===== config.mk =====
export PLATFORM = sky130hd
export DESIGN_NAME = rr_lock_arbiter
export DESIGN_NICKNAME = d
export VERILOG_FILES = /design/src/rtl/rr_lock_arbiter.sv
export SDC_FILE = /design/constraint.sdc
export NUM_CORES = 1
export LEC_CHECK = 0
export ABC_AREA = 1
export CAP_MARGIN = 20
export CELL_PAD_IN_SITES_DETAIL_PLACEMENT = 0
export CELL_PAD_IN_SITES_GLOBAL_PLACEMENT = 1
export CORE_MARGIN = 8
export CORE_UTILIZATION = 43
export DETAILED_ROUTE_END_ITERATION = 6
export PLACE_DENSITY = 0.92
export SETUP_SLACK_MARGIN = 0.2
export SKIP_LAST_GASP = 1
export SLEW_MARGIN = 20
export SYNTH_ARGS = -nofsm -noshare
export SYNTH_HDL_FRONTEND = slang
export SYNTH_SLANG_ARGS = --single-unit
export TNS_END_PERCENT = 10

===== constraint.sdc =====
create_clock -name clk -period 7.6 [get_ports clk]
set_clock_uncertainty 0.15 [all_clocks]
set_input_delay 1.52 -clock clk [delete_from_list [all_inputs] [get_ports clk]]
set_output_delay 1.52 -clock clk [all_outputs]
set_load 0.005 [all_outputs]

===== src/rtl/rr_lock_arbiter.sv =====
// rr_lock_arbiter
//
// Selects one of NUM_REQ requesters for the SERDES lane/stream mux and holds
// (locks) the grant until the owner signals end of transfer with done. The
// N:1 data mux steers on gnt_idx.
//
// Selection is fixed priority (lowest index wins) or round-robin from a
// rotating pointer, chosen by mode_rr at the moment of arbitration. A
// watchdog forces release of an owner that holds the grant for TIMEOUT
// cycles without done; TIMEOUT = 0 disables it.
//
// Handshake: a grant is offered with gnt/gnt_idx/gnt_valid and stays frozen
// until done is seen high on a rising edge while gnt_valid is high. done
// while idle is ignored. All outputs are registered, so there is no
// combinational path from req/done to any output.
//
// Ports:
//   clk        system clock, rising edge
//   rst        synchronous active-high reset
//   req        request vector, bit i = requester i wants the output
//   mode_rr    0 = fixed priority, 1 = round-robin
//   done       single-cycle end-of-transfer from the current owner
//   gnt        registered one-hot grant, zero when idle
//   gnt_idx    binary owner index, meaningful only while gnt_valid
//   gnt_valid  high while a grant is held
//   timeout    single-cycle pulse on a watchdog-forced release
//   state_dbg  FSM state, 0 = IDLE, 1 = GRANTED

module rr_lock_arbiter #(
   parameter int NUM_REQ = 8,
   parameter int TIMEOUT = 1024,
   localparam int IDX_W = $clog2(NUM_REQ)
) (
   input  logic               clk,
   input  logic               rst,
   input  logic [NUM_REQ-1:0] req,
   input  logic               mode_rr,
   input  logic               done,
   output logic [NUM_REQ-1:0] gnt,
   output logic [IDX_W-1:0]   gnt_idx,
   output logic               gnt_valid,
   output logic               timeout,
   output logic               state_dbg
);

   // A one-bit counter is kept when the watchdog is disabled so the
   // declarations stay legal; it is never advanced in that case.
   localparam int CNT_W = (TIMEOUT > 0) ? $clog2(TIMEOUT + 1) : 1;
   localparam logic [CNT_W-1:0] WD_LAST = (TIMEOUT > 0) ? CNT_W'(TIMEOUT - 1) : '0;
   localparam logic [IDX_W-1:0] IDX_MAX = IDX_W'(NUM_REQ - 1);

   typedef enum logic {IDLE = 1'b0, GRANTED = 1'b1} state_t;

   state_t             state_q, state_d;
   logic [NUM_REQ-1:0] gnt_q, gnt_d;
   logic [IDX_W-1:0]   idx_q, idx_d;
   logic               valid_q, valid_d;
   logic               timeout_q, timeout_d;
   logic [IDX_W-1:0]   ptr_q, ptr_d;
   logic [CNT_W-1:0]   wd_q, wd_d;

   logic [IDX_W-1:0]   ptr_after;  // owner index + 1, wrapping to 0
   logic [IDX_W-1:0]   scan_base;  // round-robin start for this cycle
   logic               wd_expire;
   logic               win_found;
   logic [IDX_W-1:0]   win_idx;

   assign ptr_after = (idx_q == IDX_MAX) ? '0 : idx_q + IDX_W'(1);

   // On a done cycle the pointer update and the back-to-back re-arbitration
   // happen on the same edge, so the scan must already start from the
   // post-done pointer.
   assign scan_base = (state_q == GRANTED) ? ptr_after : ptr_q;

   assign wd_expire = (TIMEOUT > 0) && (wd_q == WD_LAST);

   // Winner: first requester found scanning from index 0 (fixed) or from
   // scan_base upward with wrap (round-robin).
   always_comb begin : arb_comb
      logic [IDX_W:0] pos;
      win_found = 1'b0;
      win_idx   = '0;
      pos       = '0;
      for (int i = 0; i < NUM_REQ; i++) begin
         if (mode_rr) begin
            pos = {1'b0, scan_base} + (IDX_W + 1)'(i);
            if (pos >= (IDX_W + 1)'(NUM_REQ)) begin
               pos = pos - (IDX_W + 1)'(NUM_REQ);
            end
         end else begin
            pos = (IDX_W + 1)'(i);
         end
         if (!win_found && req[pos[IDX_W-1:0]]) begin
            win_found = 1'b1;
            win_idx   = pos[IDX_W-1:0];
         end
      end
   end

   always_comb begin : fsm_comb
      state_d   = state_q;
      gnt_d     = gnt_q;
      idx_d     = idx_q;
      valid_d   = valid_q;
      timeout_d = 1'b0;
      ptr_d     = ptr_q;
      wd_d      = wd_q;

      case (state_q)
         IDLE: begin
            wd_d = '0;
            if (win_found) begin
               state_d = GRANTED;
               gnt_d   = NUM_REQ'(1) << win_idx;
               idx_d   = win_idx;
               valid_d = 1'b1;
            end
         end

         GRANTED: begin
            if (done) begin
               // done beats a coincident watchdog expiry.
               ptr_d = ptr_after;
               wd_d  = '0;
               if (win_found) begin
                  gnt_d = NUM_REQ'(1) << win_idx;
                  idx_d = win_idx;
               end else begin
                  state_d = IDLE;
                  gnt_d   = '0;
                  valid_d = 1'b0;
               end
            end else if (wd_expire) begin
               // Forced release: no re-arbitration on this edge, so the
               // timeout cycle itself is idle. The pointer moves past the
               // hung owner.
               state_d   = IDLE;
               gnt_d     = '0;
               valid_d   = 1'b0;
               timeout_d = 1'b1;
               ptr_d     = ptr_after;
               wd_d      = '0;
            end else if (TIMEOUT > 0) begin
               wd_d = wd_q + CNT_W'(1);
            end
         end

         default: begin
            state_d = IDLE;
            gnt_d   = '0;
            valid_d = 1'b0;
         end
      endcase
   end

   always_ff @(posedge clk) begin
      if (rst) begin
         state_q   <= IDLE;
         gnt_q     <= '0;
         idx_q     <= '0;
         valid_q   <= 1'b0;
         timeout_q <= 1'b0;
         ptr_q     <= '0;
         wd_q      <= '0;
      end else begin
         state_q   <= state_d;
         gnt_q     <= gnt_d;
         idx_q     <= idx_d;
         valid_q   <= valid_d;
         timeout_q <= timeout_d;
         ptr_q     <= ptr_d;
         wd_q      <= wd_d;
      end
   end

   assign gnt       = gnt_q;
   assign gnt_idx   = idx_q;
   assign gnt_valid = valid_q;
   assign timeout   = timeout_q;
   assign state_dbg = (state_q == GRANTED);

endmodule


---- After elaboration in Yosys (flattened, before gate mapping) ----
Cells that the tools add are included.
word-level totals
  input port bits ......................... 12
  output and inout port bits .............. 14
  flip-flop bits (word level) ............. 28
operators by class
  bitwise operators ....................... 1
  shift-type cells ........................ 1
  $lt $le $gt $ge ......................... 16
  multiplexer cells ....................... 73
  eq/ne operators ......................... 6
  reductions and logical operators ........ 19
  $add $sub $neg .......................... 17
operators by type and width
  operator                 number
  $mux W3                  30
  $lt A3 B4 Y1 const B     8
  $mux W8                  4
  $ge A4 B4 Y1 const B     7
  $bmux W1 S3              8
  $mux W1                  24
  $sub A3 B1 Y3 const B    8
  $mux W11                 2
  $pmux W11 S2             1
  $add A3 B3 Y4 const B    4
  $pmux W8 S2              1
  $add A11 B1 Y11 const B  1
  $eq A11 B10 Y1 const B   1
  $add A3 B2 Y4 const B    2
  $shl A1 B3 Y8 const A    1
  $logic_and A1 B1 Y1      7
  $logic_not A1 Y1         7
  $pmux W3 S2              1
  $add A3 B1 Y4 const B    1
  $ge A3 B4 Y1 const B     1
  $ne A2 B2 Y1 const B     2
  $pmux W1 S2              2
  $reduce_and A2 Y1        2
  $add A3 B1 Y3 const B    1
  other kinds (7)          7

---- Logic depth before layout (Yosys ltp) ----
  depth after elaboration ................. 34
  depth in mapped cells ................... 25
  depth with buffers taken out ............ 24

---- Least setup slack after synthesis ----
OpenSTA, ideal clock, no wires.
  path kind ............................... in2reg
  start ................................... input mode_rr
  end ..................................... register gnt_q[4] (netlist: gnt[4])
  required time ........................... 7.315 ns
  setup slack ............................. 4.097 ns
  arrival time ............................ 3.218 ns
  stages .................................. 15
  setup time .............................. 0.135 ns
  path through ............................ buf_4 buf_2 nand2_1 nor2_2 inv_2 nand3_1 nand2_2 nor2_8 nand2_4 nor2_8 nand4_1 nand2_1 nor2_1 nand3_1 a21oi_1
on the way
  cells in the longest elaborated chain, start to end .. 29
  elaborated cells on any way between the ends .. 61
  classes of those cells .................. eq/ne: 1; shift: 1; mux: 44; reduce/logical: 15
ends and longest elaborated chain
  what                           line      RTL
  start, declared                37        input logic mode_rr,
  $mux W3                        85        if (mode_rr) begin
  $bmux W1 S3                    93        if (!win_found && req[pos[IDX_W-1:0]]) begin
  $mux W1 (implied by the code)  93
  $mux W1                        93
  $logic_not A1 Y1               93
  $logic_and A1 B1 Y1            93
  $mux W1                        93
  $logic_not A1 Y1               93
  [13 not listed]                --
  $mux W1                        93
  $logic_not A1 Y1               93
  $logic_and A1 B1 Y1            93
  $mux W3                        93
  $shl A1 B3 Y8                  114, 126
  $mux W8                        125       if (win_found) begin
  $mux W8                        121       if (done) begin
  $pmux W8 S2                    109       case (state_q)
  end signal, assigned           167       gnt_q <= gnt_d;
  end, declared                  55        logic [NUM_REQ-1:0] gnt_q, gnt_d;
Parallel ways exist; a longest one is shown, timed or not. The select of a mux whose other input is x is not followed.
A chain may end at the register's enable or synchronous reset.

---- Worst setup path after layout ----
  start ................................... input mode_rr
  end ..................................... register gnt_q[0] (netlist: gnt[0])
Same word-level chain as after synthesis.

==> flow_summary.json <==
{
  "holdPathEnd": "wd_q[0]$_SDFF_PP0_",
  "avgViaCountPerCell": 4.97,
  "total_power_mw": 0.587,
  "fin_crit_ns": 4.68,
  "drv_cap": 0,
  "synth_ff_type": "dfxtp_1",
  "synth_seq_cells": 28,
  "synth-seq-area-share": 0.255,
  "ys_types": 35,
  "yosys.area.top_type": "dfxtp_1",
  "die-area_mm2": 0.00767,
  "ctsHoldBuffers": 0,
  "syn_inst": 336,
  "coreArea_mm2": 0.00501,
  "drt_iter0_drc": 109,
  "cts.root.buffer_cell": "clkbuf_8",
  "status": "finished, final reports clean",
  "clockBufferDepth": 2,
  "r2r_slack_ns": 3.90,
  "cp-end-kind": "flop",
  "period_share": 0.616,
  "clkTransAtPathRegs_ns": 0.09,
  "clock.fmax_mhz": 214,
  "crit_type": "input pin to flop",
  "wl_per_cell_um": 11.8,
  "p_leak_nw": 1.18,
  "drive_gt1_frac": 0.136,
  "antenna_cells": 0,
  "fin_hold_ws_ns": 0.307,
  "die_h_um": 87.6,
  "grt_pass1_vias": 2064,
  "rsz0062_at_grt": "no",
  "crit_fanout": 19,
  "io-pin-count": 26,
  "hpwlAfterDp_mm": 4.16,
  "grt_pass1_wl_mm": 9.14,
  "setup_viol_count_final": 0,
  "synth-edff-count": 0,
  "r2r_cells": 22,
  "syn-cell-area_mm2": 0.00220,
  "timing.setup.tns_ns": 0,
  "holdCritStartpoint": "wd_q[0]$_SDFF_PP0_",
  "n_fill_cell": 542,
  "cts_setup_buffers": 0,
  "htree_num_levels": 1,
  "grt_usage": 0.146,
  "slew_headroom": 0.454,
  "drc": 0,
  "port_buffers": 25,
  "gp_congestion": 0.857,
  "worstMarginPinSlew_ns": 0.816,
  "yosysWarnings": 0,
  "areaGrowthSynthToFinish_pct": 16.1,
  "start_util": 0.440,
  "holdPathStages": 1,
  "yosysTopAreaCellShare": 0.255,
  "reg2reg_to": "gnt[4]$_SDFFE_PP0P_",
  "antenna_found_initial": 0,
  "firstDrtPassIters": 5,
  "final_antenna_net_count": 0,
  "ys_async_sr_fraction": 0,
  "power.density_mw_per_mm2": 230,
  "drv_slew": 0,
  "final_net_count": 378,
  "vias": 2137,
  "routed_wl_mm": 5.09,
  "required_ns": 7.60,
  "vdd_drop_max_v": 0.0000936,
  "mostFrequentLayoutCells": "nand2_1, nand3_1, inv_1",
  "cts_resized": 0,
  "cts.sinks": 28,
  "hold_violations": 0,
  "crit_arrival_ns": 4.68,
  "tritoncts": "built",
  "grt_start_max_net_pins": 20,
  "fp.dieW_um": 87.6,
  "synth_nets": 353,
  "r2r_start": "gnt_idx[0]$_SDFFE_PP0P_",
  "clock_latency_ns": 0.27,
  "grt_remaining_overflow": 0,
  "min_path_type": "flop to flop",
  "startpoint_type": "input pin",
  "cts_made_buffers": 3,
  "layout_commonest_cell": "nand2_1",
  "syn_area_per_cell_um2": 6.55,
  "rows": 26,
  "yosys-top-cells-area": "dfxtp_1, nand2_1, nand3_1"
}
==> kinds of logic (layout without fill, tap and decap cells) <==
| logic type | count (synthesis) | in the layout | synth area share |
|---|---|---|---|
| flops | 28 | 28 | 0.255 |
| compound gates | 28 | 28 | 0.0716 |
| buf+inv | 50 | 74 | 0.0994 |
| simple gates | 221 | 221 | 0.530 |
| xor+xnor | 4 | 4 | 0.0159 |
| fa+ha+maj | 5 | 5 | 0.0284 |
==> metrics by stage <==
step / std cells / instance area, um2 / util / setup slack (ns)
6_report: 430 / 2560 / 0.510 / 2.92
5_1_grt: 430 / 2560 / 0.510 / 2.53
4_1_cts: 430 / 2560 / 0.510 / 2.89
3_5_place_dp: 426 / 2500 / 0.499 / 2.60
3_3_place_gp: 426 / 2500 / 0.499 / 2.64
2_1_floorplan: 336 / 2200 / - / 4.10
==> cell usage after synthesis (5+ instances only) <==
| master | number |
|---|---|
| nand3_1 | 59 |
| nand2_1 | 81 |
| inv_1 | 38 |
| nor2_1 | 29 |
| dfxtp_1 | 28 |
| nand3_2 | 6 |
| nand2_2 | 11 |
| o21ai_0 | 7 |
| nand4_1 | 9 |
| ha_1 | 5 |
| nand2_4 | 7 |
| a21oi_1 | 13 |
==> power by group <==
| part | internal (mW) | total (mW) | leakage (nW) | switching (mW) |
|---|---|---|---|---|
| clock | 0.0464 | 0.0900 | 0.0288 | 0.0437 |
| sequential | 0.162 | 0.174 | 0.228 | 0.0122 |
| combinational | 0.113 | 0.323 | 0.921 | 0.210 |
==> cell type report <==
| cell class | instances | area, um2 | share of cell area |
|---|---|---|---|
| inverters | 45 | 180 | 0.0705 |
| multi-input cells | 258 | 1420 | 0.557 |
| flip-flops and latches | 28 | 561 | 0.219 |
| repair buffers | 25 | 250 | 0.0979 |
| clock buffers | 4 | 55.1 | 0.0215 |
| well taps | 70 | 87.6 | 0.0343 |
==> worst max-delay path: stages <==
cell,delay (ns)
clkdlybuf4s50_1,1.00
nand3_2,0.48
nand2_1,0.20
nand3_1,0.14
nand2_1,0.09
nand2_1,0.08
nand2_4,0.09
nand3_4,0.10
nor2_8,0.13
nand2_4,0.07
nor2_8,0.14
nand4_1,0.11
nand2_1,0.25
nor2_1,0.11
nand3_1,0.10
a21oi_1,0.06
==> state kept, by name (all words and copies together) (netlist names) <==
signal and cells:
timeout 1, wd_q 11, state_dbg 1, gnt_idx 3, gnt_valid 1, ptr_q 3
gnt 8
==> routing by layer <==
layer	global-route usage	share of wire
met4	0.0484	0.011
met1	0.173	0.44
met5	0	0
met2	0.269	0.52
met3	0.0103	0.029
==> worst max path at each step <==
stage,start,to,slack [ns],cells past startpoint
5_1_grt,mode_rr,gnt[4]$_SDFFE_PP0P_,2.53,13
3_5_place_dp,mode_rr,gnt[4]$_SDFFE_PP0P_,2.60,16
6_report,mode_rr,gnt[0]$_SDFFE_PP0P_,2.92,16
4_1_cts,mode_rr,gnt[4]$_SDFFE_PP0P_,2.89,16
2_1_floorplan,mode_rr,gnt[4]$_SDFFE_PP0P_,4.10,15
3_3_place_gp,mode_rr,gnt_idx[0]$_SDFFE_PP0P_,2.64,16
No activity file was read; power rests on OpenSTA's default activity.
